File: config.mk
export PLATFORM = sky130hd
export DESIGN_NAME = rmw_counter_bank
export DESIGN_NICKNAME = d
export VERILOG_FILES = /design/src/rtl/rmw_counter_bank.sv
export SDC_FILE = /design/constraint.sdc
export NUM_CORES = 1
export LEC_CHECK = 0
export CORE_MARGIN = 3
export CORE_UTILIZATION = 50
export CTS_CLUSTER_SIZE = 28
export DETAILED_ROUTE_END_ITERATION = 7
export PLACE_DENSITY = 0.68
export REMOVE_ABC_BUFFERS = 1
export SLEW_MARGIN = 10
export SYNTH_ARGS = -nofsm -noshare
export SYNTH_HDL_FRONTEND = slang
export SYNTH_SLANG_ARGS = --single-unit
export TNS_END_PERCENT = 10
File: constraint.sdc
create_clock -name clk -period 11.09 [get_ports clk]
set_clock_uncertainty 0.2 [all_clocks]
set_input_delay 1.109 -clock clk [delete_from_list [all_inputs] [get_ports clk]]
set_output_delay 1.109 -clock clk [all_outputs]
set_load 0.01 [all_outputs]
File: src/rtl/rmw_counter_bank.sv
// rmw_counter_bank: bank of DEPTH read-modify-write counters with forwarding, wrap/saturate, read port and bulk clear
// Ports: clk, reset (async, active-low); io_inc_valid/ready/addr/amt increment request;
// io_clr/io_busy bulk clear; io_rd_addr/io_rd_data registered read; io_upd_valid/addr/data/io_ovf commit report.
module rmw_counter_bank #(
  parameter int WIDTH    = 32,
  parameter int DEPTH    = 8,
  parameter int INC_W    = 8,
  parameter int SATURATE = 0,
  localparam int AW      = $clog2(DEPTH)
) (
  input  logic             clk,
  input  logic             reset,
  input  logic             io_inc_valid,
  output logic             io_inc_ready,
  input  logic [AW-1:0]    io_inc_addr,
  input  logic [INC_W-1:0] io_inc_amt,
  input  logic             io_clr,
  output logic             io_busy,
  input  logic [AW-1:0]    io_rd_addr,
  output logic [WIDTH-1:0] io_rd_data,
  output logic             io_upd_valid,
  output logic [AW-1:0]    io_upd_addr,
  output logic [WIDTH-1:0] io_upd_data,
  output logic             io_ovf
);
  typedef enum logic {CLEAR, IDLE} state_t;
  state_t state;
  logic [WIDTH-1:0] mem [DEPTH];
  logic [AW-1:0] idx, s1_addr, wa;
  logic [INC_W-1:0] s1_amt;
  logic s1_valid, accept, we, ovf;
  logic [WIDTH-1:0] rd_q, base, res, wd;
  logic [WIDTH:0] sum;
  assign io_inc_ready = (state == IDLE) && !io_clr;
  assign io_busy = (state == CLEAR);
  // the op committed at the previous edge is not yet in rd_q, so take it from the update register
  always_comb begin
    accept = io_inc_valid & io_inc_ready;
    base = (io_upd_valid && io_upd_addr == s1_addr) ? io_upd_data : rd_q;
    sum = {1'b0, base} + (WIDTH+1)'(s1_amt);
    ovf = sum[WIDTH];
    res = (SATURATE != 0 && ovf) ? '1 : sum[WIDTH-1:0];
    we = s1_valid | (state == CLEAR);
    wa = s1_valid ? s1_addr : idx;
    wd = s1_valid ? res : '0;
  end
  always_ff @(posedge clk) begin
    if (we) mem[wa] <= wd;
    rd_q <= mem[io_inc_addr];
  end
  always_ff @(posedge clk or negedge reset) begin
    if (!reset) begin
      state <= CLEAR;
      idx <= '0;
      s1_valid <= 1'b0;
      s1_addr <= '0;
      s1_amt <= '0;
      io_rd_data <= '0;
      io_upd_valid <= 1'b0;
      io_upd_addr <= '0;
      io_upd_data <= '0;
      io_ovf <= 1'b0;
    end else begin
      s1_valid <= accept;
      s1_addr <= io_inc_addr;
      s1_amt <= io_inc_amt;
      io_rd_data <= mem[io_rd_addr];
      io_upd_valid <= s1_valid;
      io_ovf <= s1_valid & ovf;
      if (s1_valid) begin
        io_upd_addr <= s1_addr;
        io_upd_data <= res;
      end
      // a pending S1 write owns the port; the sweep holds its index that cycle
      if (state == CLEAR && !s1_valid) begin
        idx <= idx + 1'b1;
        if (idx == AW'(DEPTH-1)) state <= IDLE;
      end else if (state == IDLE && io_clr) begin
        state <= CLEAR;
        idx <= '0;
      end
    end
  end
endmodule

Word-level counts from Yosys, hierarchy flattened --
Memories as Yosys holds them, arrays and structs flattened. A register that Yosys moved wholly into a read port is not among the register bits. Index checks and enable logic that the tools add are counted.
Operators by class: add/subtract/negate cells 2, $mul 0, divide/modulo/power cells 0, magnitude comparators 0, equal/unequal tests 3, shift-type cells 0, muxes and demuxes 10, bitwise gates (word level) 4, reduce and logical (&&, ||, !) cells 9
Operator list (number):
- $mux 32 | 2
- $add 32x8->33 | 1
- $mux 3 | 3
- $mux 1 | 5
- $logic_and 1x1->1 | 4
- $add 3x1->3 const B | 1
- $eq 3x3->1 | 1
- $eq 3x3->1 const B | 1
- $logic_not 1->1 | 3
- $and 1x1->1 | 2
- $ne 2x1->1 const B | 1
- $reduce_and 2->1 | 1
- $reduce_bool 2->1 | 1
- $not 1->1 | 1
- $or 1x1->1 | 1
Storage, ports and cells: register bits 53, latch bits 0, memory bits (writable) 256, ROM bits 0, output and inout bits 71, memories 1
Memories:
- mem | depth 8, bits a word 32, rd ports 2, clocked after Yosys merged registers in 2, wr ports 1, RTL line 28 | logic [WIDTH-1:0] mem [DEPTH];

Logic depth before layout (Yosys ltp) --
depth in word-level cells 5, mapped depth 19

Least setup slack after synthesis --
No wires, ideal clock.
kind reg2reg, start register io_upd_addr[1], end register io_upd_data[28], setup time 0.077 ns, data arrival time 3.717 ns, path slack 7.096 ns, stages on the path, launching flop included 20, buffers on the path 5, clock period less this slack 3.994 ns, cells stage by stage dfrtp_1 -> xnor2_1 -> and4_1 -> buf_6 -> buf_6 -> buf_6 -> buf_2 -> buf_2 -> nand2_1 -> nand2_1 -> ha_1 -> inv_1 -> fa_1 -> nor2b_1 -> o31a_1 -> o41a_2 -> nand2_2 -> nor3_1 -> mux2_2 -> a21oi_1
On the way: word-level cells in the longest chain between the ends 4
RTL lines:
- start, declared | RTL line 22 | output logic [AW-1:0] io_upd_addr,
- start signal, assigned | RTL line 71 | io_upd_addr <= s1_addr;
- $eq 3x3->1 | RTL line 39 | base = (io_upd_valid && io_upd_addr == s1_addr) ? io_upd_data : rd_q;
- $logic_and 1x1->1 | RTL line 39
- $mux 32 | RTL line 39
- $add 32x8->33 | RTL line 40 | sum = {1'b0, base} + (WIDTH+1)'(s1_amt);
- end signal, assigned | RTL line 72 | io_upd_data <= res;
- end, declared | RTL line 23 | output logic [WIDTH-1:0] io_upd_data,
Every way passes these cells. A chain may end at the register's enable or synchronous reset.

Worst setup path in the final report --
start register s1_addr[2], end memory mem[4][24] (data pin)
On the way: word-level cells in the longest chain between the ends 5
RTL lines:
- start, declared | RTL line 29 | logic [AW-1:0] idx, s1_addr, wa;
- start signal, assigned | RTL line 65 | s1_addr <= io_inc_addr;
- $eq 3x3->1 | RTL line 39
- $logic_and 1x1->1 | RTL line 39
- $mux 32 | RTL line 39
- $add 32x8->33 | RTL line 40
- $mux 32 | RTL line 45 | wd = s1_valid ? res : '0;
- net wd[24] | RTL line 32 | logic [WIDTH-1:0] rd_q, base, res, wd;
- end, declared | RTL line 28
The timed path passes the listed nets, and every way through them passes these cells.

==> flow_summary_export.csv <==
group,metric,value,unit
worst_setup_path,worstPathMaxFanout,72,
grt,met1_usage,0.316,
worst_setup_path,critPathSlowestCell,"buf_4",
worst_setup_path,cp.arrival,4620,ps
floorplanning,io_pins,89,
layout,area_growth,14.8,%
layout,drive_gt1_frac,0.258,
clock_tree,cts_resized,0,
grt,use_met3,0.0354,
placement,port-buffer-count,88,
floorplanning,fp.coreArea,33700,µm²
worst_setup_path,crit_type,"flip-flop to flip-flop",
power_and_ir_drop,leakage,0.00700,µW
routing,drc,0,
clock_tree,htreeDepth,2,
placement,place_hpwl,24300,µm
synthesis,syn_area_per_cell,15.9,µm²
synthesis,yosysWarningCount,0,
sta,setup_viol,0,
floorplanning,die_h,191,µm
power_and_ir_drop,p_int,3300,µW
routing,vias,9960,
power_and_ir_drop,power_per_cell_area,242,nW/µm²
sta,final.period_utilization,0.411,
job,drv_cap,0,
grt,antenna_found_initial,0,
sta,worst_pin_slew,1250,ps
power_and_ir_drop,power_frac_comb,0.265,
power_and_ir_drop,swShare,0.309,
routing,detail-route-antenna-nets,0,
synthesis,ys_seq_elements,373,
synthesis,synth_cell_types,65,
power_and_ir_drop,p_clk_frac,0.266,
synthesis,syn_area,17200,µm²
power_and_ir_drop,power_frac_seq,0.468,
sta,drv_slew,0,
routing,wl_per_cell,24.4,µm
clock_tree,clk_path_buf_depth,3,
sta,period_needed,4550,ps
grt,grt_first_pass_wirelength,60700,µm
clock_tree,numCtsBuffers,40,
routing,vias_per_cell,6.07,
sta,whs,353,ps
layout,nets,1189,
grt,grt_pass1_vias,10000,
worst_hold_path,min_path_type,"input port to async pin",
floorplanning,rows,67,
grt,busiest_layer,"met2",
placement,routabilityCongestion,0.852,
sta,relSlewSlack,0.160,
layout,n_antenna_cell,0,
routing,wl,40100,µm
clock_tree,root_buffer,"clkbuf_16",
synthesis,synth_edf_count,256,
sta,rsz0062_at_grt,"no",
worst_setup_path,slowest_delay,620,ps
grt,grt_use_total,0.224,
floorplanning,initial_utilization,0.510,
floorplanning,die-area,36600,µm²
worst_setup_path,critPathRequiredTime,11160,ps
clock_tree,postCtsHoldBufs,0,
clock_tree,clk_latency,530,ps
grt,grt_max_degree,73,
power_and_ir_drop,vdd_drop_max,216,µV
synthesis,async_flop_share,0.228,
synthesis,ys.flop_type,"edfxtp_1",
sta,final-hold-violation-count,0,
layout,fill_cells,2585,
worst_setup_path,critPathLaunchType,"flip-flop",
worst_setup_path,critPathMostFrequentCell,"nand2_1",
clock_tree,cts.sinks,373,
sta,fmax,0.220,GHz
clock_tree,post_cts_buffers,0,
synthesis,synth_sequential_area_ratio,0.608,
grt,grt_overflow_total,0,
status,status,"complete, no violations",
clock_tree,cts_tree,"built",
routing,firstDrtPassIters,5,
synthesis,synth_cells,1079,
worst_setup_path,worstPathCellList,"xnor2_1 > and4_2 > buf_4 > nand2_1 > nand2_1 > ha_1 > inv_1 > fa_1 > nor2b_1 > o31a_1 > o41a_2 > nand2_1 > a21oi_1 > xor2_1 > nor2_1",
sta,final.setup.tns,0,ps
grt,use_met2,0.374,
power_and_ir_drop,power.switching,1480,µW
routing,drtIter0Drc,763,
clock_tree,clkTransAtPathRegs,60,ps
worst_setup_path,cp-end-kind,"flip-flop",
floorplanning,fp.dieW,191,µm
[per-stage QoR]
step                      cell area [µm²]  total power [µW]  std cells   util  setup WS [ps]
after CTS                           19700              4820       1640  0.586           6570
after global placement              18500              3510       1566  0.549           6670
after floorplan                     16900              2900       1013      -           6350
after detailed placement            18500              3540       1566  0.549           6570
final                               19700              4780       1640  0.586           6540
after global routing                19700              5010       1640  0.586           6120
[per-layer routing]
layer | up-vias | share of wire
li1 | 4453 | -
met1 | 5150 | 0.43
met2 | 302 | 0.49
met3 | 55 | 0.058
met4 | 0 | 0.015
met5 | - | 0
[worst max-delay path, delay by kind of cell (launching register included)]
family / cells / cell delay (ps)
buf+inv: 2 / 680
xor+xnor: 2 / 320
compound gates: 3 / 880
simple gates: 6 / 1200
fa+ha+maj: 2 / 550
flops: 1 / 440
[synthesized netlist by cell type, types with 20 or more instances]
library cell | n | area share
nand2_1 | 61 | 0.013
nor2_1 | 62 | 0.014
o21ai_0 | 34 | 0.0099
dfxtp_1 | 32 | 0.037
clkbuf_1 | 39 | 0.0085
a21oi_1 | 36 | 0.010
mux2_2 | 70 | 0.046
mux4_2 | 128 | 0.17
xnor2_1 | 20 | 0.010
mux2i_1 | 25 | 0.015
edfxtp_1 | 256 | 0.45
a21o_1 | 20 | 0.0087
dfrtp_1 | 85 | 0.12
[placed cells by master (no fill, tap or decap), types with 4 or more instances in the layout]
| master | netlist | final |
|---|---|---|
| edfxtp_1 | 256 | 256 |
| mux4_2 | 128 | 128 |
| dfrtp_1 | 85 | 85 |
| clkdlybuf4s50_1 | 0 | 81 |
| mux2_2 | 70 | 70 |
| nand2_1 | 61 | 61 |
| nor2_1 | 62 | 54 |
| clkbuf_16 | 0 | 41 |
| a21oi_1 | 36 | 36 |
| o21ai_0 | 34 | 34 |
| dfxtp_1 | 32 | 32 |
| mux2i_1 | 25 | 25 |
| xnor2_1 | 20 | 20 |
| a21o_1 | 20 | 20 |
| buf_4 | 1 | 20 |
| nand3_1 | 19 | 19 |
| nand4_1 | 15 | 15 |
| inv_1 | 16 | 15 |
| nor3_1 | 13 | 13 |
| and3_1 | 12 | 12 |
| clkbuf_1 | 39 | 12 |
| xor2_1 | 11 | 11 |
| ha_1 | 10 | 10 |
| and4_1 | 9 | 8 |
| a31oi_1 | 8 | 8 |
| nor2_4 | 0 | 8 |
| clkinv_2 | 0 | 8 |
| o21a_1 | 6 | 6 |
| a211oi_1 | 6 | 6 |
| a21boi_0 | 4 | 4 |
| o22ai_1 | 4 | 4 |
| clkinv_1 | 0 | 4 |
| buf_2 | 19 | 4 |
[area by class of cell]
class,count,area (µm²),area share
clock buffers,55,1100,0.0556
clock inverters,19,158,0.00798
inverters,16,60.1,0.00304
multi-input cells,624,6430,0.326
flip-flops and latches,373,10500,0.529
well taps,448,561,0.0284
repair buffers,105,981,0.0497
[kinds of logic (layout without fill, tap and decap cells)]
group                    count (synthesis)  in the layout  synth area share
XOR/XNOR                                31             31            0.0158
buffers and inverters                   82            195            0.0213
AO/OA/AOI/OAI                          145            145            0.0561
adder cells (fa/ha/maj)                 11             11           0.00844
AND/OR/NAND/NOR                        212            212            0.0600
flip-flops                             373            373             0.608
multiplexers                           225            225             0.230
[worst paths after layout]
kind,start,endpoint,slack (ps),cells past startpoint
setup / recovery,s1_addr[2],mem[4][24],6540,15
hold / removal,reset,io_rd_data[2],350,1
setup reg to reg,s1_addr[2],mem[4][24],6540,15
hold reg to reg,io_upd_addr[2],io_upd_addr[2],350,1
max in group asynchronous,reset,io_upd_data[25],9090,2
min in group clk,io_upd_addr[2],io_upd_addr[2],350,1
[state kept, by name, summed over array words and instances (netlist names), 3 cells and up]
signal / flops
rd_q: 32
s1_addr: 3
idx: 3
s1_amt: 8
mem: 256
io_upd_addr: 3
io_upd_data: 32
io_rd_data: 32
[power by group through the flow]
stage,clock [µW],combinational [µW],sequential [µW]
after CTS,1300,1290,2240
after global routing,1360,1370,2280
final,1270,1270,2240
after global placement,0,1270,2240
after detailed placement,0,1280,2260
after floorplan,0,682,2220
Note: power is estimated with default switching activity, not from simulation.
